--- config.mk ---
export PLATFORM = sky130hd
export DESIGN_NAME = output_display_unit_flat
export DESIGN_NICKNAME = d
export VERILOG_FILES = /design/src/rtl/output_display_unit_if.sv /design/src/rtl/output_display_unit.sv /design/src/flat_wrapper.sv
export SDC_FILE = /design/constraint.sdc
export NUM_CORES = 1
export LEC_CHECK = 0
export BUFFER_PORTS_ARGS = -buffer_cell sky130_fd_sc_hd__buf_2
export CAP_MARGIN = 15
export CORE_MARGIN = 2
export CORE_UTILIZATION = 47
export CTS_CLUSTER_SIZE = 8
export DETAILED_ROUTE_END_ITERATION = 8
export GPL_TIMING_DRIVEN = 1
export PLACE_DENSITY = 0.66
export REMOVE_ABC_BUFFERS = 1
export SLEW_MARGIN = 20
export SYNTH_ARGS = -nofsm -noshare
export SYNTH_HDL_FRONTEND = slang
export SYNTH_SLANG_ARGS = --single-unit
export TNS_END_PERCENT = 5
--- constraint.sdc ---
create_clock -name CLK -period 5.78 [get_ports CLK]
set_input_delay 1.156 -clock CLK [delete_from_list [all_inputs] [get_ports CLK]]
set_output_delay 1.156 -clock CLK [all_outputs]
set_load 0.03 [all_outputs]
--- src/rtl/output_display_unit_if.sv ---
// Load/data bus from the control, input and arithmetic units, plus the display
// outputs of the output display unit.
interface output_display_unit_if;
    logic        LOAD_N;
    logic        SRC_SEL;
    logic [7:0]  IN_DATA;
    logic [7:0]  AU_DATA;
    logic [6:0]  SEG;
    logic [3:0]  AN;
    logic        BUSY;
    logic [11:0] BCD;

    modport master (output LOAD_N, SRC_SEL, IN_DATA, AU_DATA,
                    input  SEG, AN, BUSY, BCD);
    modport slave  (input  LOAD_N, SRC_SEL, IN_DATA, AU_DATA,
                    output SEG, AN, BUSY, BCD);
endinterface

--- src/rtl/output_display_unit.sv ---
// Calculator output stage: captures a value, converts it to BCD by sequential double-dabble
// and drives a 4-digit multiplexed 7-segment display. Define SIGNED_DISPLAY_EN for two's complement.
module output_display_unit #(
    parameter int REFRESH_DIV    = 50000,
    parameter bit SEG_ACTIVE_LOW = 1'b1
) (
    input  logic                   CLK,
    input  logic                   CLR,
    output_display_unit_if.slave   bus
);
    localparam int CW = (REFRESH_DIV > 1) ? $clog2(REFRESH_DIV) : 1;
    localparam logic [6:0] BLANK = 7'b1111111;
    localparam logic [6:0] MINUS = 7'b0111111;

    typedef enum logic [1:0] {IDLE, SHIFT, DONE} state_t;

    state_t        state, state_nxt;
    logic [7:0]    cap;
    logic          prev_load_n;
    logic [19:0]   shreg;
    logic [19:0]   shreg_adj;
    logic [3:0]    bit_cnt;
    logic          neg_pend;
    logic          neg;
    logic [11:0]   bcd;
    logic [CW-1:0] ref_cnt;
    logic [1:0]    digit;
    logic [7:0]    mux_val;
    logic [7:0]    mag;
    logic          sign;
    logic          start;
    logic [6:0]    glyph;

    assign mux_val = bus.SRC_SEL ? bus.AU_DATA : bus.IN_DATA;
    // A held-low strobe only restarts when the selected value actually changes.
    assign start   = !bus.LOAD_N && (prev_load_n || (mux_val != cap));

`ifdef SIGNED_DISPLAY_EN
    assign sign = mux_val[7];
    assign mag  = mux_val[7] ? 8'(-mux_val) : mux_val;
`else
    assign sign = 1'b0;
    assign mag  = mux_val;
`endif

    always_comb begin
        shreg_adj = shreg;
        for (int i = 0; i < 3; i++) begin
            if (shreg[8+4*i +: 4] >= 4'd5)
                shreg_adj[8+4*i +: 4] = shreg[8+4*i +: 4] + 4'd3;
        end
    end

    always_ff @(posedge CLK or negedge CLR) begin
        if (!CLR) state <= IDLE;
        else      state <= state_nxt;
    end

    always_comb begin
        state_nxt = state;
        if (start) begin
            state_nxt = SHIFT;
        end else begin
            case (state)
                SHIFT:   if (bit_cnt == 4'd7) state_nxt = DONE;
                DONE:    state_nxt = IDLE;
                default: state_nxt = IDLE;
            endcase
        end
    end

    always_ff @(posedge CLK or negedge CLR) begin
        if (!CLR) begin
            cap         <= '0;
            prev_load_n <= 1'b1;
            shreg       <= '0;
            bit_cnt     <= '0;
            neg_pend    <= 1'b0;
            neg         <= 1'b0;
            bcd         <= '0;
        end else begin
            prev_load_n <= bus.LOAD_N;
            if (!bus.LOAD_N)
                cap <= mux_val;
            if (start) begin
                shreg    <= {12'd0, mag};
                bit_cnt  <= '0;
                neg_pend <= sign;
            end else if (state == SHIFT) begin
                shreg   <= shreg_adj << 1;
                bit_cnt <= bit_cnt + 4'd1;
            end else if (state == DONE) begin
                bcd <= shreg[19:8];
                neg <= neg_pend;
            end
        end
    end

    always_ff @(posedge CLK or negedge CLR) begin
        if (!CLR) begin
            ref_cnt <= '0;
            digit   <= '0;
        end else if (ref_cnt == CW'(REFRESH_DIV - 1)) begin
            ref_cnt <= '0;
            digit   <= digit + 2'd1;
        end else begin
            ref_cnt <= ref_cnt + CW'(1);
        end
    end

    function automatic logic [6:0] seg_of(input logic [3:0] d);
        case (d)
            4'd0:    return 7'b1000000;
            4'd1:    return 7'b1111001;
            4'd2:    return 7'b0100100;
            4'd3:    return 7'b0110000;
            4'd4:    return 7'b0011001;
            4'd5:    return 7'b0010010;
            4'd6:    return 7'b0000010;
            4'd7:    return 7'b1111000;
            4'd8:    return 7'b0000000;
            4'd9:    return 7'b0010000;
            default: return BLANK;
        endcase
    endfunction

    // Leading-zero blanking: tens is shown whenever hundreds is non-zero.
    always_comb begin
        glyph = BLANK;
        case (digit)
            2'd0:    glyph = seg_of(bcd[3:0]);
            2'd1:    if (bcd[11:4] != 8'd0) glyph = seg_of(bcd[7:4]);
            2'd2:    if (bcd[11:8] != 4'd0) glyph = seg_of(bcd[11:8]);
            default: if (neg) glyph = MINUS;
        endcase
    end

    assign bus.SEG  = SEG_ACTIVE_LOW ? glyph : ~glyph;
    assign bus.AN   = ~(4'b0001 << digit);
    assign bus.BUSY = (state != IDLE);
    assign bus.BCD  = bcd;
endmodule
--- src/flat_wrapper.sv ---
// flat-port wrapper written by rule: the top's interface ports become plain ports
module output_display_unit_flat 
#(
    parameter int REFRESH_DIV    = 50000,
    parameter bit SEG_ACTIVE_LOW = 1'b1
)
  (CLK, CLR, bus_LOAD_N, bus_SRC_SEL, bus_IN_DATA, bus_AU_DATA, bus_SEG, bus_AN, bus_BUSY, bus_BCD);
  output_display_unit_if bus_i ();
  input  logic CLK;
  input  logic CLR;
  input wire logic [$bits(bus_i.LOAD_N)-1:0] bus_LOAD_N;
  input wire logic [$bits(bus_i.SRC_SEL)-1:0] bus_SRC_SEL;
  input wire logic [$bits(bus_i.IN_DATA)-1:0] bus_IN_DATA;
  input wire logic [$bits(bus_i.AU_DATA)-1:0] bus_AU_DATA;
  output wire logic [$bits(bus_i.SEG)-1:0] bus_SEG;
  output wire logic [$bits(bus_i.AN)-1:0] bus_AN;
  output wire logic [$bits(bus_i.BUSY)-1:0] bus_BUSY;
  output wire logic [$bits(bus_i.BCD)-1:0] bus_BCD;
  assign bus_i.LOAD_N = bus_LOAD_N;
  assign bus_i.SRC_SEL = bus_SRC_SEL;
  assign bus_i.IN_DATA = bus_IN_DATA;
  assign bus_i.AU_DATA = bus_AU_DATA;
  assign bus_SEG = bus_i.SEG;
  assign bus_AN = bus_i.AN;
  assign bus_BUSY = bus_i.BUSY;
  assign bus_BCD = bus_i.BCD;
  output_display_unit #(.REFRESH_DIV(REFRESH_DIV), .SEG_ACTIVE_LOW(SEG_ACTIVE_LOW)) u_core (.CLK(CLK), .CLR(CLR), .bus(bus_i));
endmodule
==> metrics.txt, run 1 <==
final core utilization 55.4%; P_leak 0.00219 uW; post-route insts no fill 582; Power Density 262 mW/mm^2; WL per Instance 13.8 um; # Post-CTS Setup Buffers 0; Psw 337 uW; Post-synth EDFFs 0; startpoint types flip-flop; Adder-Cell Fraction of Synth Area 8.99%; Comb power frac 16.8%; Post-Syn Instances 435; Routability Congestion 0.875; fin area 0.00457 mm^2; Initial Util 48.9%; Worst EP required 4.62 ns; Maximum Capacitance Violations 0; TritonCTS clock tree done; cell taking the most area after synthesis dfrtp_1; multiplexer share of the synthesized area 9.05%; largest family of logic cells by synthesized area simple AND/OR/NAND/NOR gates; unrepaired setup endpoints after global routing false; Crit Path Max Fanout 11; type of the worst setup path flip-flop to output port; Finish-stage setup viols 0; GRT overflow 0; worst min path class flip-flop to flip-flop; most frequent cells in the layout 64 x dfrtp_1, 57 x nand2_1, 43 x buf_2; core area 0.00826 mm^2; area fraction in compound gates after synthesis 13.1%; Die Y 96.7 um; period utilisation layout 57.5%; Area Growth Syn to Fin 13.3%; Primary FF master, synth dfrtp_1; Antenna Nets Post-Route 0; count of cell types in the netlist 42; root buffer cell clkbuf_8; Synth area leaders dfrtp_1 40%, ha_1 9.0%, mux2i_1 8.4%; I/O pin count 44; Pint 864 uW; First-pass DRT Iterations 5; Seq cells post-synth 65; PortBufs 43; post-route DRC violation count 0; switching share of total power 28.0%; DIE AREA 0.00934 mm^2; post-CTS sizing 0; Post-Synth Simple-Gate Area 17.1%; first-pass GRT wire length 13700 um; critical path endpoint category output port; Min Clock Period, post-route 3.32 ns; cts hold-fix bufs 0; first-iteration detailed-routing DRC count 161; DP HPWL 5540 um; Async SR Flop Fraction 100%; Synth Area in XOR/XNOR 6.29%; relative slew slack 31.1%; fillers 735; max-slew violations 0; Clock Power Share 39.9%; Final Hold Viols 0; vias per cell 5.30; row count 33; Clock Skew 0.00664 ns; # H-tree levels 3; Synth top area share 39.7%; dpl cells 566; largest net degree at the start of global routing 66; sequential area share after synthesis 40.3%; status finished, final reports clean; Worst Max-Slew Pin Slew 1.03 ns; total number of vias 3087; Worst Path Arrival 2.17 ns; antenna cells 0; initial antenna violation count 0; Clk Latency, worst-skew pair 0.35 ns; leading cell type in the layout, fill and taps excluded dfrtp_1; global-route usage over all layers 17.6%; share of post-route cells with drive strength above 1 16.8%; Seq pwr share 43.2%; setup TNS 0 ns; Placed Instance Area 0.00431 mm^2; Die W 96.7 um; FMAX 301 MHz; Synth warnings 0; clk buf depth 2; final net count 521; Synth Cell Area 0.00404 mm^2; wirelength, routed 8060 um; TritonCTS Buffers 9; worst vdd ir 0.135 mV; clk slew on worst S/H paths 0.07 ns; clock sinks 65; vias in the first global route 3068; syn avg cell area 9.28 um^2
state kept, by name (all words and copies together) (netlist names):
name / flops
u_core.ref_cnt: 16
u_core.cap: 8
u_core.digit: 2
u_core.bus.BCD: 12
u_core.prev_load_n: 1
u_core.state: 2
u_core.shreg: 20
u_core.bit_cnt: 4
area by class of cell:
class	instances	area, um^2	share of cell area, %
multi-input cells	322	2220	48.6
clock inverters	6	114	2.49
inverters	29	109	2.38
clock buffers	10	138	3.01
well taps	105	131	2.87
repair buffers	45	230	5.03
flip-flops and latches	65	1630	35.6
per-stage QoR:
step,setup WS [ns],power [uW],hold WS (ns)
floorplan,1.41,664,0.455
global placement,2.55,725,0.475
detailed placement,2.49,730,0.480
CTS,2.44,1210,0.491
global route,2.31,1250,0.513
finish,2.46,1200,0.490
cell usage after synthesis (2+ instances only):
cell type / instances
ha_1: 29
o22ai_1: 2
a221oi_1: 2
xor2_1: 11
a211oi_1: 6
nand3_1: 13
nor4_2: 2
dfrtp_1: 64
nor3_1: 9
nor2b_1: 8
xnor2_1: 18
nand2_1: 57
mux2i_1: 34
a21oi_1: 26
o211ai_1: 3
buf_2: 3
nand4_1: 4
buf_6: 3
clkbuf_1: 12
o22ai_2: 10
nor3b_1: 2
o21ai_0: 25
inv_1: 29
nand2b_1: 10
nor2_1: 35
a31oi_1: 2
logic make-up (layout without fill, tap and decap cells):
family                     after synthesis  count (layout)
and+or+nand+nor                        147             147
muxes                                   36              36
adders and majority gates               29              29
DFF                                     65              65
xor gates and xnor gates                29              29
buffers and inverters                   48              90
AOI/OAI and AO/OA                       81              81
metal layers:
metal | vias up | global-route usage, % | part of all wire, %
li1 | 1551 | - | -
met1 | 1449 | 22.8 | 48
met2 | 74 | 28.7 | 47
met3 | 13 | 2.82 | 3.7
met4 | 0 | 8.45 | 1.7
met5 | - | 0 | 0
power by group through the flow:
stage / logic [uW] / registers, uW / clock network [uW]
3_5_place_dp: 202 / 527 / 0
3_3_place_gp: 199 / 526 / 0
6_report: 202 / 519 / 479
2_1_floorplan: 133 / 531 / 0
5_1_grt: 225 / 524 / 503
4_1_cts: 204 / 519 / 490
path summary, 6_finish.rpt:
check | start | end | slack, ns | depth (start not counted)
max | u_core.bus.BCD[1]$_DFFE_PN0P_ | bus_SEG[3] | 2.46 | 8
min | u_core.ref_cnt[0]$_DFF_PN0_ | u_core.ref_cnt[0]$_DFF_PN0_ | 0.49 | 1
max reg2reg | u_core.state[1]$_DFFE_PN0P_ | u_core.bus.BCD[11]$_DFFE_PN0P_ | 3.47 | 3
min reg2reg | u_core.ref_cnt[0]$_DFF_PN0_ | u_core.ref_cnt[0]$_DFF_PN0_ | 0.49 | 1
max in group asynchronous | CLR | u_core.bus.BCD[3]$_DFFE_PN0P_ | 4.27 | 2
min in group asynchronous | CLR | u_core.state[0]$_DFFE_PN0P_ | 0.98 | 2
worst max-delay path, cell delays in order (launching register included):
cell and delay, ns:
dfrtp_1 0.54, inv_1 0.14, ha_1 0.20, mux2_2 0.26, o21ai_0 0.24, a21oi_1 0.07
nor2_1 0.10, nand3_1 0.09, buf_2 0.19
No activity file was read; power rests on OpenSTA's default activity.
==> run 2: changes to the inputs <==
- ABC_AREA: unset -> 1
- clock period: 5.78 -> 3.4 ns (I/O delays scaled with it)
==> run 2 against run 1 <==
  * Routed wire length shrank 1.3%
  * Combinational power decreased by 22%
  * Die area grew 2.4%
  * Area after synthesis rose by 2.5%
  * First-iteration DRC count increased by 11%
  * Clock-buffer cell count fell by 1
  * Synthesized cell count increased by 20%
  * Highest routed layer unchanged
==> metrics.txt, run 2 <==
status finished, final reports clean (unchanged); Top delay family on crit path flip-flops (unchanged); FMAX 374 MHz; WL per Instance 11.7 um (was 13.8 um); Worst Max-Slew Pin Slew 0.878 ns (was 1.03 ns); Placed Instance Area 0.00441 mm^2 (was 0.00431 mm^2); Hold WS 0.330 ns (was 0.490 ns); r2r setup slk 1.31 ns (was 3.47 ns); crit path from u_core.bus.BCD[9]$_DFFE_PN0P_ (was u_core.bus.BCD[1]$_DFFE_PN0P_); TritonCTS Buffers 9 (unchanged); Maximum Capacitance Violations 0 (unchanged); fillers 833 (was 735); final core utilization 53.7% (was 55.4%); relative slew slack 41.0% (was 31.1%); Crit Path Max Fanout 7 (was 11); core area 0.00864 mm^2 (was 0.00826 mm^2); # H-tree levels 3 (unchanged); slowest cell on the critical path dfrtp_1 (unchanged); CP max stage delay 0.47 ns (was 0.54 ns); Clock Power Share 43.0% (was 39.9%); P_leak 0.00232 uW (was 0.00219 uW); Seq pwr share 47.9% (was 43.2%); Die W 97.8 um (was 96.7 um); first-pass GRT wire length 14500 um (was 13700 um); Antenna Nets Post-Route 0 (unchanged); sequential area share after synthesis 39.3% (was 40.3%); DP HPWL 5870 um (was 5540 um); most frequent cells in the layout 92 x nand2_1, 73 x inv_1, 64 x dfrtp_1 (was 64 x dfrtp_1, 57 x nand2_1, 43 x buf_2); initial antenna violation count 0 (unchanged); PortBufs 43 (unchanged); Post-Syn Instances 524 (was 435); # Post-CTS Setup Buffers 0 (unchanged); largest net degree at the start of global routing 66 (unchanged); Worst EP required 2.72 ns (was 4.62 ns); Initial Util 47.9% (was 48.9%); startpoint types flip-flop (unchanged); total power 1730 uW (was 1200 uW); Min Clock Period, post-route 2.67 ns; Largest register FFs 20 (unchanged); row count 34 (was 33); worst reg2reg startpoint u_core.ref_cnt[0]$_DFF_PN0_ (was u_core.state[1]$_DFFE_PN0P_); count of cell types in the netlist 31 (was 42); unrepaired setup endpoints after global routing false (unchanged); most frequent cells after synthesis 92 x nand2_1, 73 x inv_1, 64 x dfrtp_1 (was 64 x dfrtp_1, 57 x nand2_1, 35 x nor2_1); Final Hold Viols 0 (unchanged); cells along the critical path inv_1, ha_1, nand3_1, o21ai_1, o21ai_0, nand4_1, buf_2 (was inv_1, ha_1, mux2_2, o21ai_0, a21oi_1, nor2_1, nand3_1, buf_2); cell taking the most area after synthesis dfrtp_1 (unchanged); Comb power frac 9.1% (was 16.8%); GRT overflow 0 (unchanged); Routability Congestion 0.929 (was 0.875); share of post-route cells with drive strength above 1 18.9% (was 16.8%); Primary FF master, synth dfrtp_1 (unchanged); setup TNS 0 ns (unchanged); Area Growth Syn to Fin 12.2% (was 13.3%); first-iteration detailed-routing DRC count 178 (was 161); Synth area leaders dfrtp_1 39%, ha_1 8.8%, nand2_1 8.3% (was dfrtp_1 40%, ha_1 9.0%, mux2i_1 8.4%); total number of vias 3480 (was 3087); clock sinks 65 (unchanged); Finish-stage setup viols 0 (unchanged); Synth Cell Area 0.00414 mm^2 (was 0.00404 mm^2); worst min path class input pin to asynchronous set/reset pin (was flip-flop to flip-flop); Synth warnings 0 (unchanged); Async SR Flop Fraction 100% (unchanged); clk slew on worst S/H paths 0.08 ns (was 0.07 ns); cts hold-fix bufs 0 (unchanged); type of the worst setup path flip-flop to output port (unchanged); vias in the first global route 3353 (was 3068); Synth top area share 38.7% (was 39.7%); critical path endpoint category output port (unchanged); final net count 616 (was 521); fin area 0.00464 mm^2 (was 0.00457 mm^2); wirelength, routed 7950 um (was 8060 um); post-route DRC violation count 0 (unchanged); Worst Path Arrival 1.99 ns (was 2.17 ns); TritonCTS clock tree done (unchanged); most frequent cell after synthesis nand2_1 (was dfrtp_1); vias per cell 5.12 (was 5.30); Most flops, register u_core.shreg (unchanged); clk buf depth 2 (unchanged); Seq cells post-synth 65 (unchanged); Power Density 372 mW/mm^2 (was 262 mW/mm^2); switching share of total power 25.8% (was 28.0%); max-slew violations 0 (unchanged); DIE AREA 0.00957 mm^2 (was 0.00934 mm^2); leading cell type in the layout, fill and taps excluded nand2_1 (was dfrtp_1); I/O pin count 44 (unchanged); First-pass DRT Iterations 4 (was 5); syn avg cell area 7.90 um^2 (was 9.28 um^2); post-CTS sizing 0 (unchanged); Pint 1280 uW (was 864 uW); Clock Skew 0.00488 ns (was 0.00664 ns); global-route usage over all layers 17.9% (was 17.6%); worst vdd ir 0.216 mV (was 0.135 mV); antenna cells 0 (unchanged); period utilisation layout 78.6%; Post-synth EDFFs 0 (unchanged); Buf/Inv on CP 2 (unchanged); root buffer cell clkbuf_8 (unchanged); Clk Latency, worst-skew pair 0.34 ns (was 0.35 ns); Psw 446 uW (was 337 uW); Die Y 97.8 um (was 96.7 um)
## run 2: power by group through the flow
stage | combinational, uW | sequential [uW] | clock (uW)
after global routing | 183 | 830 | 798
after floorplan | 105 | 836 | 0
after global placement | 156 | 840 | 0
after detailed placement | 159 | 841 | 0
after CTS | 160 | 826 | 765
final | 157 | 826 | 743
## run 2: final cells by class
type | instances | area (um^2) | area share, %
Tap cell | 108 | 135 | 2.91
Multi-Input combinational cell | 371 | 2130 | 45.8
Sequential cell | 65 | 1630 | 35.1
Timing Repair Buffer | 45 | 243 | 5.23
Inverter | 75 | 282 | 6.07
Clock inverter | 7 | 103 | 2.21
Clock buffer | 9 | 124 | 2.67
## run 2: path summary, 6_finish.rpt
kind / to / depth (start not counted)
worst min register to register: u_core.ref_cnt[0]$_DFF_PN0_ / 1
max in group asynchronous: u_core.prev_load_n$_DFF_PN1_ / 2
worst max-delay path: bus_SEG[1] / 7
worst min-delay path: u_core.cap[1]$_DFFE_PN0N_ / 2
worst max register to register: u_core.ref_cnt[15]$_DFF_PN0_ / 6
min in group CLK: u_core.prev_load_n$_DFF_PN1_ / 1
## run 2: logic make-up (layout without fill, tap and decap cells)
kind of cell / after synthesis / count (layout) / synth area share, %
XOR/XNOR: 10 / 10 / 2.12
flip-flops: 65 / 65 / 39.3
buffers and inverters: 88 / 136 / 9.25
AO/OA/AOI/OAI: 107 / 107 / 15.2
adder cells (fa/ha/maj): 29 / 29 / 8.77
AND/OR/NAND/NOR: 224 / 224 / 24.7
multiplexers: 1 / 1 / 0.544
## run 2: layer usage
metal  wire length, um  vias to the layer above  track usage [%]  part of all wire [%]
met4               102                        0             5.66                   1.3
met5                 0                        -                0                     0
met2              3700                       73             30.8                    46
met3               309                        8             3.51                   3.9
li1                  -                     1806                -                     -
met1              3850                     1593             23.0                    48
## run 2: worst reg2reg max path: cells and delay by family, from the launching register on
family          cells  cell delay (ns)
simple gates        3             1.12
flops               1             0.39
fa+ha+maj           1             0.20
buf+inv             1             0.15
compound gates      1             0.12
## run 2: stage by stage
step                setup WS [ns]  instances
floorplan                    1.01        511
global placement            0.911        664
detailed placement          0.857        664
CTS                         0.735        680
global route                0.567        680
finish                      0.728        680
==> run 3: changes to the inputs <==
- clock period: 3.4 -> 2.6 ns (I/O delays scaled with it)
==> run 3 against run 2 <==
  * Via count decreased by 0.17%
  * Sequential power increased by 31%
  * First-iteration DRC count decreased by 6.7%
  * Total power increased by 18%
  * Critical path depth unchanged
  * Cell count increased by 0.44%
  * Flip-flop and latch count unchanged
  * Clock skew increased by 0.0014 ns
  * Global-route usage about the same
  * Largest cell class unchanged
==> metrics.txt, run 3 (synthesized netlist as in run 2, its figures left out) <==
Final Hold Viols 0 (unchanged); Clock Skew 0.00625 ns (was 0.00488 ns); critical path endpoint category output port (unchanged); WL per Instance 11.9 um (was 11.7 um); Min Clock Period, post-route 2.46 ns; relative slew slack 63.6% (was 41.0%); global-route usage over all layers 18.0% (was 17.9%); share of post-route cells with drive strength above 1 20.3% (was 18.9%); Antenna Nets Post-Route 0 (unchanged); first-pass GRT wire length 14500 um (about the same); # H-tree levels 3 (unchanged); leading cell type in the layout, fill and taps excluded nand2_1 (unchanged); Hold WS 0.148 ns (was 0.330 ns); clk buf depth 2 (unchanged); initial antenna violation count 0 (unchanged); wirelength, routed 8120 um (was 7950 um); final net count 620 (was 616); Clock Power Share 36.6% (was 43.0%); TritonCTS clock tree done (unchanged); dpl cells 668 (was 664); status finished, final reports clean (unchanged); largest net degree at the start of global routing 46 (was 66); First-pass DRT Iterations 5 (was 4); final core utilization 53.6% (was 53.7%); most frequent cells in the layout 92 x nand2_1, 73 x inv_1, 60 x dfrtp_1 (was 92 x nand2_1, 73 x inv_1, 64 x dfrtp_1); unrepaired setup endpoints after global routing true (was false); worst vdd ir 0.215 mV (was 0.216 mV); worst slack at placement 0.390 ns (was 0.857 ns); Worst Path Arrival 1.94 ns (was 1.99 ns); Seq. cell area 0.00163 mm^2 (about the same); FMAX 407 MHz; Worst EP required 2.08 ns (was 2.72 ns); clk slew on worst S/H paths 0.07 ns (was 0.08 ns); Crit Path Max Fanout 6 (was 7); max-slew violations 0 (unchanged); post-route DRC violation count 0 (unchanged); Pint 1490 uW (was 1280 uW); root buffer cell clkbuf_8 (unchanged); area occupied by multi-input gates 0.00214 mm^2 (was 0.00213 mm^2); Finish-stage setup viols 0 (unchanged); P_leak 0.00230 uW (was 0.00232 uW); setup TNS 0 ns (unchanged); PortBufs 43 (unchanged); Most flops, register u_core.shreg (unchanged); TritonCTS Buffers 9 (unchanged); total number of vias 3474 (was 3480); worst min path class input pin to asynchronous set/reset pin (unchanged); Die W 97.8 um (unchanged); switching share of total power 26.8% (was 25.8%); vias in the first global route 3370 (was 3353); GRT overflow 0 (unchanged); Largest register FFs 20 (unchanged); antenna cells 0 (unchanged); Comb power frac 10.3% (was 9.1%); DP HPWL 6160 um (was 5870 um); core area 0.00864 mm^2 (unchanged); type of the worst setup path flip-flop to output port (unchanged); Psw 546 uW (was 446 uW); first-iteration detailed-routing DRC count 166 (was 178); worst setup margin 0.141 ns (was 0.728 ns); cts hold-fix bufs 0 (unchanged); Power Density 440 mW/mm^2 (was 372 mW/mm^2); row count 34 (unchanged); post-route insts no fill 683 (was 680); Die Y 97.8 um (unchanged); clock sinks 65 (unchanged); DIE AREA 0.00957 mm^2 (unchanged); Clk Latency, worst-skew pair 0.33 ns (was 0.34 ns); period utilisation layout 94.6%; Seq pwr share 53.1% (was 47.9%); fillers 828 (was 833); vias per cell 5.09 (was 5.12); Initial Util 47.9% (unchanged); Area Growth Syn to Fin 11.9% (was 12.2%); Maximum Capacitance Violations 0 (unchanged); I/O pin count 44 (unchanged); Worst Max-Slew Pin Slew 0.541 ns (was 0.878 ns); Routability Congestion 0.908 (was 0.929); startpoint types flip-flop (unchanged)
==> run 3: cell types whose count changed in the layout (fill, tap and decap cells not counted), sizes merged <==
cell	change
bufinv	-2
clkinvlp	+2
inv	-2
buf	+4
clkbuf	+1
==> run 3: worst max-delay path, cell delays in order (launching register included) <==
cell and delay, ns:
dfrtp_2 0.46, inv_1 0.12, ha_1 0.19, nand3_1 0.17
o21ai_2 0.25, o21ai_0 0.13, nand4_1 0.10, buf_2 0.20
==> run 3: through the flow <==
| stage | power (uW) | instance area, um^2 |
|---|---|---|
| detailed placement | 1310 | 4440 |
| global placement | 1310 | 4440 |
| CTS | 2070 | 4610 |
| global route | 2150 | 4630 |
| finish | 2040 | 4630 |
| floorplan | 1230 | 4040 |
==> run 3: worst paths after layout <==
kind / from / end / slack [ns] / cells after the start
max: u_core.bus.BCD[8]$_DFFE_PN0P_ / bus_SEG[2] / 0.14 / 7
min: CLR / u_core.cap[0]$_DFFE_PN0N_ / 0.15 / 1
max reg2reg: u_core.ref_cnt[0]$_DFF_PN0_ / u_core.ref_cnt[14]$_DFF_PN0_ / 0.43 / 8
min reg2reg: u_core.ref_cnt[0]$_DFF_PN0_ / u_core.ref_cnt[0]$_DFF_PN0_ / 0.47 / 1
max in group asynchronous: CLR / u_core.prev_load_n$_DFF_PN1_ / 1.78 / 2
min in group CLK: bus_LOAD_N / u_core.prev_load_n$_DFF_PN1_ / 0.32 / 1
==> run 3: routing by layer <==
layer | track usage [%] | share of wire [%]
met3 | 2.58 | 3.6
met2 | 30.2 | 47
met5 | 0 | 0
met1 | 23.5 | 48
met4 | 7.05 | 1.5
==> run 3: area by class of cell <==
cell class | count | area share, %
Clock buffer | 10 | 2.97
Timing Repair Buffer | 49 | 5.89
Inverter | 75 | 6.08
Tap cell | 108 | 2.92
Clock inverter | 5 | 0.703
Multi-Input combinational cell | 371 | 46.1
Sequential cell | 65 | 35.3
==> run 3: timing repair <==
action                                  4_1_cts  5_1_grt
setup buffers                                 0        0
resized for setup                             0        7
endpoints found under the setup margin        0        6
==> run 3: power groups by stage <==
stage	registers (uW)	logic, uW	clock network [uW]
after floorplan	1090	137	0
after global placement	1100	208	0
after detailed placement	1100	213	0
after CTS	1080	213	772
after global routing	1090	247	820
final	1080	209	746
